<file path="src/rtl/regfile_bypass_pkg.sv">
// Shared constants for the bypassed register file and its read ports.
package regfile_bypass_pkg;

  localparam int DEF_DATA_W = 16;
  localparam int DEF_ADDR_W = 4;

  // Value loaded into cleared entries and read registers.
  localparam logic [DEF_DATA_W-1:0] ZERO_DATA = '0;

endpackage : regfile_bypass_pkg

</file>
<file path="src/rtl/regfile_read_port.sv">
// One registered read port with write-first bypass.
// The returned value is the entry as it stands after the same edge's
// clear/writes. Priority: clear, then port 1 write, then port 0 write,
// then the stored entry.
module regfile_read_port
  import regfile_bypass_pkg::*;
#(
  parameter int DATA_W = DEF_DATA_W,
  parameter int ADDR_W = DEF_ADDR_W
) (
  input  logic              clk,
  input  logic              rst,
  input  logic              clr,
  input  logic              r_en,
  input  logic [ADDR_W-1:0] raddr,
  input  logic              wr_en0,
  input  logic [ADDR_W-1:0] wr_addr0,
  input  logic [DATA_W-1:0] wr_data0,
  input  logic              wr_en1,
  input  logic [ADDR_W-1:0] wr_addr1,
  input  logic [DATA_W-1:0] wr_data1,
  input  logic [DATA_W-1:0] entries [2**ADDR_W],
  output logic [DATA_W-1:0] rdata
);

  logic [DATA_W-1:0] rdata_reg;
  logic [DATA_W-1:0] rdata_next;

  // Select the post-edge value of the addressed entry.
  always_comb begin
    rdata_next = entries[raddr];
    if (clr) begin
      rdata_next = DATA_W'(ZERO_DATA);
    end else if (wr_en1 && (wr_addr1 == raddr)) begin
      rdata_next = wr_data1;
    end else if (wr_en0 && (wr_addr0 == raddr)) begin
      rdata_next = wr_data0;
    end
  end

  // Output register: loads on read enable, holds otherwise.
  always_ff @(posedge clk) begin
    if (!rst) begin
      rdata_reg <= DATA_W'(ZERO_DATA);
    end else if (r_en) begin
      rdata_reg <= rdata_next;
    end
  end

  assign rdata = rdata_reg;

endmodule : regfile_read_port

</file>
<file path="src/rtl/regfile_bypass.sv">
// Two-write / two-read register file with write-first read bypass,
// flash clear, optional hardwired-zero entry 0 and a write-conflict flag.
module regfile_bypass
  import regfile_bypass_pkg::*;
#(
  parameter int DATA_W   = DEF_DATA_W,
  parameter int ADDR_W   = DEF_ADDR_W,
  parameter bit ZERO_REG = 1'b0
) (
  input  logic              clk,
  input  logic              rst,
  input  logic              clr,
  input  logic              w_en0,
  input  logic [ADDR_W-1:0] writeaddr0,
  input  logic [DATA_W-1:0] writedata0,
  input  logic              w_en1,
  input  logic [ADDR_W-1:0] writeaddr1,
  input  logic [DATA_W-1:0] writedata1,
  input  logic              r_en1,
  input  logic [ADDR_W-1:0] readaddr1,
  input  logic              r_en2,
  input  logic [ADDR_W-1:0] readaddr2,
  output logic [DATA_W-1:0] readdata1,
  output logic [DATA_W-1:0] readdata2,
  output logic              wr_conflict
);

  localparam int DEPTH = 2**ADDR_W;

  logic [DATA_W-1:0] entry_reg [DEPTH];
  logic              we0_eff;
  logic              we1_eff;
  logic              conflict_next;
  logic              wr_conflict_reg;

  // Qualify writes: drop writes to a hardwired-zero entry 0, and drop
  // port 0 when port 1 targets the same address. A same-address pair
  // aimed at the hardwired entry is not a conflict.
  always_comb begin
    we1_eff       = w_en1 && !(ZERO_REG && (writeaddr1 == '0));
    we0_eff       = w_en0 && !(ZERO_REG && (writeaddr0 == '0));
    conflict_next = we0_eff && we1_eff && (writeaddr0 == writeaddr1);
    if (conflict_next) begin
      we0_eff = 1'b0;
    end
  end

  // Flip-flop storage, one register per entry.
  generate
    for (genvar gi = 0; gi < DEPTH; gi++) begin : g_entry
      localparam bit HARDWIRED = ZERO_REG && (gi == 0);
      // Entry update: reset/clear/hardwired zero, else port 1 over port 0.
      always_ff @(posedge clk) begin
        if (!rst || clr || HARDWIRED) begin
          entry_reg[gi] <= DATA_W'(ZERO_DATA);
        end else if (we1_eff && (writeaddr1 == ADDR_W'(gi))) begin
          entry_reg[gi] <= writedata1;
        end else if (we0_eff && (writeaddr0 == ADDR_W'(gi))) begin
          entry_reg[gi] <= writedata0;
        end
      end
    end
  endgenerate

  // Conflict flag reflects the previous edge's write pair.
  always_ff @(posedge clk) begin
    if (!rst) begin
      wr_conflict_reg <= 1'b0;
    end else begin
      wr_conflict_reg <= conflict_next;
    end
  end

  assign wr_conflict = wr_conflict_reg;

  regfile_read_port #(
    .DATA_W (DATA_W),
    .ADDR_W (ADDR_W)
  ) u_read_port1 (
    .clk      (clk),
    .rst      (rst),
    .clr      (clr),
    .r_en     (r_en1),
    .raddr    (readaddr1),
    .wr_en0   (we0_eff),
    .wr_addr0 (writeaddr0),
    .wr_data0 (writedata0),
    .wr_en1   (we1_eff),
    .wr_addr1 (writeaddr1),
    .wr_data1 (writedata1),
    .entries  (entry_reg),
    .rdata    (readdata1)
  );

  regfile_read_port #(
    .DATA_W (DATA_W),
    .ADDR_W (ADDR_W)
  ) u_read_port2 (
    .clk      (clk),
    .rst      (rst),
    .clr      (clr),
    .r_en     (r_en2),
    .raddr    (readaddr2),
    .wr_en0   (we0_eff),
    .wr_addr0 (writeaddr0),
    .wr_data0 (writedata0),
    .wr_en1   (we1_eff),
    .wr_addr1 (writeaddr1),
    .wr_data1 (writedata1),
    .entries  (entry_reg),
    .rdata    (readdata2)
  );

endmodule : regfile_bypass

</file>
<file path="config.mk">
export PLATFORM = sky130hd
export DESIGN_NAME = regfile_bypass
export DESIGN_NICKNAME = d
export VERILOG_FILES = /design/src/rtl/regfile_bypass_pkg.sv /design/src/rtl/regfile_read_port.sv /design/src/rtl/regfile_bypass.sv
export SDC_FILE = /design/constraint.sdc
export NUM_CORES = 1
export LEC_CHECK = 0
export ABC_AREA = 1
export ABC_CLOCK_PERIOD_IN_PS = 5900
export CAP_MARGIN = 20
export CORE_UTILIZATION = 40
export CTS_CLUSTER_SIZE = 24
export DETAILED_ROUTE_END_ITERATION = 6
export HOLD_SLACK_MARGIN = 0.1
export SETUP_SLACK_MARGIN = 0.02
export SYNTH_ARGS = -nofsm -noshare
export SYNTH_HDL_FRONTEND = slang
export SYNTH_SLANG_ARGS = --single-unit
export TNS_END_PERCENT = 30
</file>
<file path="constraint.sdc">
create_clock -name clk -period 5.9 [get_ports clk]
set_input_delay 1.77 -clock clk [delete_from_list [all_inputs] [get_ports clk]]
set_output_delay 1.77 -clock clk [all_outputs]
set_load 0.02 [all_outputs]
</file>
* Word-level counts from Yosys, hierarchy flattened *
Index checks and enable logic that the tools add are counted.

word-level totals
  register bits = 289
  output and inout port bits = 33

operators by class
  bitwise logic cells = 2
  multiplexer cells = 45
  reduce and logical (&&, ||, !) cells = 58
  equal/unequal tests = 35
  magnitude comparators = 2

operators by type and width
  operator            number
  $mux 16             42
  $bmux 16 s4         2
  $eq 4x4->1 const B  16
  $logic_and 1x1->1   38
  $eq 4x3->1 const B  8
  $reduce_bool 2->1   16
  $eq 4x4->1          5
  $eq 4x2->1 const B  4
  $ge 5x5->1 const B  2
  $not 4->5           2
  $eq 4x1->1 const B  2
  $logic_not 4->1     2
  $logic_not 1->1     1
  $logic_or 1x1->1    1
  $mux 1              1

* Logic depth before layout (Yosys ltp) *
  depth after elaboration = 7
  depth in mapped cells = 13
  depth with buffers taken out = 11

* Cells and area by module *
From an unflattened synthesis, not the netlist that was laid out.

unflattened totals
  cells, all modules = 4134
  area total of the unflattened synthesis = 22238.8 µm²

modules (own cells, without submodules)
  module             cells an instance  times used  area each (µm²)
  regfile_bypass     2392               1           14468.9
  regfile_read_port  871                2           3885.0

* Worst setup path before layout *
Ideal clock, no wire load.

  path kind = input to register
  start point = input port readaddr2[2]
  end point = register u_read_port2.rdata_reg[10], in the netlist u_read_port2.rdata[10]
  setup slack = 2.603 ns
  stages = 10
  arrival time = 3.165 ns
  data required time = 5.768 ns
  library setup time = 0.132 ns
  cell sequence = clkbuf_1 -> xnor2_1 -> nand2_1 -> nor2_1 -> nand3_1 -> buf_2 -> nand3_1 -> nand3_1 -> nand2_1 -> a21oi_1

between the ends
  word-level cells in the longest chain between the ends = 7
  elaborated cells between the ends (all ways) = 11
  classes of those cells = 2 x eq/ne; 6 x mux; 1 x bitwise; 2 x reduce/logical

ends and longest elaborated chain
  element                                     RTL line                 RTL
  from (decl)                                 regfile_bypass.sv:22     input logic [ADDR_W-1:0] readaddr2,
  $not 4->5 (not written as such)             regfile_read_port.sv:31  rdata_next = entries[raddr];
  $bmux 16 s4                                 regfile_read_port.sv:31
  $mux 16 (not written as such) (2 in a row)  regfile_read_port.sv:31
  $mux 16                                     regfile_read_port.sv:36  end else if (wr_en0 && (wr_addr0 == raddr)) begin
  $mux 16 *                                   regfile_read_port.sv:34  end else if (wr_en1 && (wr_addr1 == raddr)) begin
  $mux 16 *                                   regfile_read_port.sv:32  if (clr) begin
  to (signal assigned)                        regfile_read_port.sv:44  rdata_reg <= DATA_W'(ZERO_DATA);
  to (signal assigned)                        regfile_read_port.sv:46  rdata_reg <= rdata_next;
  to (decl)                                   regfile_read_port.sv:26  logic [DATA_W-1:0] rdata_reg;

Every way passes the cells marked *; elsewhere a longest branch is shown, timed or not. The select of a mux whose other input is x is not followed.
A chain may end at the register's enable or synchronous reset.

* Worst setup path after layout *
  start point = input port writeaddr0[1]
  end point = register entry_reg[145] (netlist bit)

between the ends
  word-level cells in the longest chain between the ends = 5
  elaborated cells between the ends (all ways) = 6
  classes of those cells = 2 x eq/ne; 1 x mux; 3 x reduce/logical

ends and longest elaborated chain
  element                               RTL line              RTL
  from (decl)                           regfile_bypass.sv:14  input logic [ADDR_W-1:0] writeaddr0,
  $eq 4x4->1                            regfile_bypass.sv:42  conflict_next = we0_eff && we1_eff && (writeaddr0 == writeaddr1);
  $logic_and 1x1->1                     regfile_bypass.sv:42
  $mux 1                                regfile_bypass.sv:43  if (conflict_next) begin
  $logic_and 1x1->1 *                   regfile_bypass.sv:58  end else if (we0_eff && (writeaddr0 == ADDR_W'(gi))) begin
  $reduce_bool 2->1 (no source line) *  --
  to (signal, indexed assignment)       regfile_bypass.sv:55  entry_reg[gi] <= DATA_W'(ZERO_DATA);
  to (signal, indexed assignment)       regfile_bypass.sv:57  entry_reg[gi] <= writedata1;
  to (signal, indexed assignment)       regfile_bypass.sv:59  entry_reg[gi] <= writedata0;
  to (decl)                             regfile_bypass.sv:30  logic [DATA_W-1:0] entry_reg [DEPTH];

Every way passes the cells marked *; elsewhere a longest branch is shown, timed or not.

==> impl_summary.log <==
INFO  metric design.portCount = 88
INFO  metric final.setup.worst_slack = between 1.5 and 2 ns
INFO  metric buffer_ports.inserted = 87
INFO  metric yosys.area_share.adder = 0
INFO  metric endpoint_kind = register
INFO  metric syn_area = 20800 um^2
INFO  metric unrepaired_setup_endpoints_after_global_routing = no
INFO  metric synth_warnings = 0
INFO  metric post_synth_simple_gate_area = 0.464
INFO  metric path_clk_slew = ~0.060 ns
INFO  metric detail-route-antenna-nets = 0
INFO  metric multi_input_area = 12600 um^2
INFO  metric timing.max_cap.violations = 0
INFO  metric relSlewSlack = 0.223
INFO  metric syn2layout_area_growth = 10.5%
INFO  metric postCtsSetupBuffers = 0
INFO  metric clk-insertion-delay-late = 0.57 ns
INFO  metric antenna_found_initial = 0
INFO  metric start_util = 0.405
INFO  metric globalRoute.totalOverflow = 0
INFO  metric biggest_fanout_along_the_worst_timing_path = 36
INFO  metric hold-path-endpoint = u_read_port2.rdata[15]$_SDFFE_PN0P_
INFO  metric clock_tree.buffer_depth = 3
INFO  metric final_cell_mix = nand2_1 (1149), nand3_1 (772), a21oi_1 (306), nor2_1 (301), dfxtp_1 (289)
INFO  metric dr_total_vias = 24000
INFO  metric final_period_minus_worst_setup_slack = 4.27 ns
INFO  metric number_of_gates_given_a_new_drive_strength_after_cts = 0
INFO  metric synth.ff_latch_count = slightly below 300
INFO  metric pin_count_of_the_biggest_net_entering_global_routing = 184
INFO  metric wl_per_cell = approximately 19 um
INFO  metric ys_async_sr_fraction = 0
INFO  metric cp_data_arrival_time = around 4.8 ns
INFO  metric max_ffs_per_register = around 260
INFO  metric final-max-slew-violation-count = 0
INFO  metric p_leak = roughly 10 nW
INFO  metric placement_rows = slightly above 80
INFO  metric drt_drc_violations_left = 0
INFO  metric number_of_unique_standard_cell_types_used_by_synthesis = 21
INFO  metric sequential_cell_area = 5790 um^2
INFO  metric final_weighted_congestion_of_routability_driven_global_placement = 0.959
INFO  metric power = ~5.2 mW
INFO  metric cts-buffers-inserted = 36
INFO  metric yosys.area.top_type = dfxtp_1
INFO  metric synth-xor-area-share = 0.00168
INFO  metric ctsRootBufferMaster = clkbuf_16
INFO  metric synth_top_family_by_area = simple AND/OR/NAND/NOR gates
INFO  metric worstSetupPathType = in -> reg
INFO  metric num_antenna_cells = 0
INFO  metric r2r-start = entry_reg[3]$_SDFFE_PP0P_
INFO  metric finalSetupViolations = 0
INFO  metric worst_r2r_path_depth = 8
INFO  metric critPathRequiredTime = around 6.4 ns
INFO  metric timing.fmax = approximately 230 MHz
INFO  metric fp.dieArea = between 50000 and 60000 um^2
INFO  metric yosys_most_used_dff = dfxtp_1
INFO  metric peak_vdd_ir = 172 uV
INFO  metric fp.dieW = approximately 230 um
INFO  metric first_iter_violations = 2687
INFO  metric whs_path_depth = 2
INFO  metric cellPowerDensity = about 230 nW/um^2
INFO  metric layout.filler_cells = roughly 5500
INFO  metric synth_edf_count = 0
INFO  metric detailedPlace.worstSlack = 1.14 ns
INFO  metric final-hold-violation-count = 0
INFO  metric synth.mux.area_fraction = 0
INFO  metric core = between 50000 and 60000 um^2
INFO  metric cts.sinks = approximately 290
INFO  metric timing_worst_slew_pin_value = around 1.2 ns
INFO  metric yosysSeqAreaShare = 0.278
INFO  metric mappedNetlistNets = between 3000 and 4000
INFO  metric postSynthAreaPerCell = about 5.5 um^2
INFO  metric final_layout_size_suffix_gt1_frac = 0.0435
INFO  metric fin_nets = 3685
INFO  metric min_path_type = reg -> reg
INFO  metric synth_top_cell_area_share = 0.278
INFO  metric drt-vias-per-instance = 5.54
INFO  metric syn_inst = ~3800
INFO  metric r2r_end = u_read_port2.rdata[3]$_SDFFE_PN0P_
INFO  metric drt-pass1-iter-count = 7
INFO  metric first_global_vias = just over 20000
INFO  metric die_h = roughly 230 um
INFO  metric skew = between 0.02 and 0.025 ns
INFO  metric postCtsHoldBufs = 0
INFO  metric synth-compound-area-share = 0.136
INFO  metric tritoncts = built
INFO  metric outcome = completed
INFO  metric totalWireLength = around 84 mm
INFO  metric hold_path.startpoint = u_read_port2.rdata[15]$_SDFFE_PN0P_
INFO  metric wire_length_of_the_first_global_routing_pass = around 130 mm
INFO  metric r2r_slack = about 4.3 ns
INFO  metric worst_setup_path_start_kind = primary input
INFO  metric global_route.usage.total = 0.310
INFO  metric tns = 0 ns
INFO  metric htree_num_levels = 2
INFO  metric most_frequent_standard_cell_in_the_layout_excluding_fill_and_tap_cells = nand2_1
INFO  metric finalCritPeriodShare = 0.723
INFO  metric ys_top_cells_by_area = dfxtp_1 (28%), nand2_1 (21%), nand3_1 (19%)
INFO  metric hpwl = between 50 and 60 mm
kinds of logic (layout without fill, tap and decap cells):
kind of cell	count (synthesis)	after routing
AOI/OAI and AO/OA	565	565
xor gates and xnor gates	4	4
buffers and inverters	648	517
DFF	289	289
and+or+nand+nor	2281	2281
stage by stage:
stage | util | hold WS [ns] | instance area [um^2] | cells
global route | 0.448 | 0.481 | 23000 | 4336
global placement | 0.424 | 0.456 | 21800 | 4271
detailed placement | 0.424 | 0.458 | 21800 | 4271
finish | 0.448 | 0.465 | 23000 | 4336
CTS | 0.447 | 0.467 | 23000 | 4335
floorplan | - | 0.529 | 20800 | 3787
critical path: stages:
cell	delay (ns)
clkdlybuf4s50_1	0.60
inv_1	0.26
nand2_1	0.07
nand2_1	0.07
nor2_1	0.05
nand3_2	0.05
buf_4	0.34
nand2_1	0.24
nor3_2	0.24
nand2_1	0.44
buf_12	0.33
nand3_1	0.09
nand2_1	0.06
nor2_1	0.11
power breakdown:
part           switching [mW]  internal (mW)  leakage [nW]
registers              0.0286           1.99          2.34
logic                   0.618          0.256          7.53
clock network           0.957           1.35         0.586
how the worst max path moves through the flow:
stage                              from                                   to  slack [ns]  cells after the start
after global routing              w_en1          entry_reg[111]$_SDFFE_PP0P_        1.46                      7
after detailed placement  writeaddr0[0]          entry_reg[145]$_SDFFE_PP0P_        1.14                     13
after global placement    writeaddr0[0]          entry_reg[149]$_SDFFE_PP0P_        1.21                     12
after CTS                 writeaddr0[0]          entry_reg[145]$_SDFFE_PP0P_        1.72                     13
after floorplan            readaddr2[2]  u_read_port2.rdata[10]$_SDFFE_PN0P_        2.60                     10
final                     writeaddr0[1]          entry_reg[145]$_SDFFE_PP0P_        1.63                     14
cell type report:
class                           count  share of cell area
Multi-Input combinational cell   2850               0.547
Clock buffer                       59              0.0491
Inverter                          296              0.0485
Sequential cell                   289               0.251
Clock inverter                      5             0.00266
Tap cell                          680              0.0370
Timing Repair Buffer              157              0.0640
cells in the mapped netlist (all sizes together), types with 2 or more instances:
library cell / n
nor2: 303
o21ai: 257
inv: 294
xnor2: 3
clkbuf: 231
dfxtp: 289
nand3: 777
clkinv: 2
nand4: 32
a21oi: 306
nor3: 7
nand2: 1161
buf: 121
o22ai: 2
layer usage:
layer	GRT usage	wire length, um
met5	0	0
met3	0.0367	6690
met1	0.432	36700
met2	0.476	36400
met4	0.145	3990
Note: power is estimated with default switching activity, not from simulation.
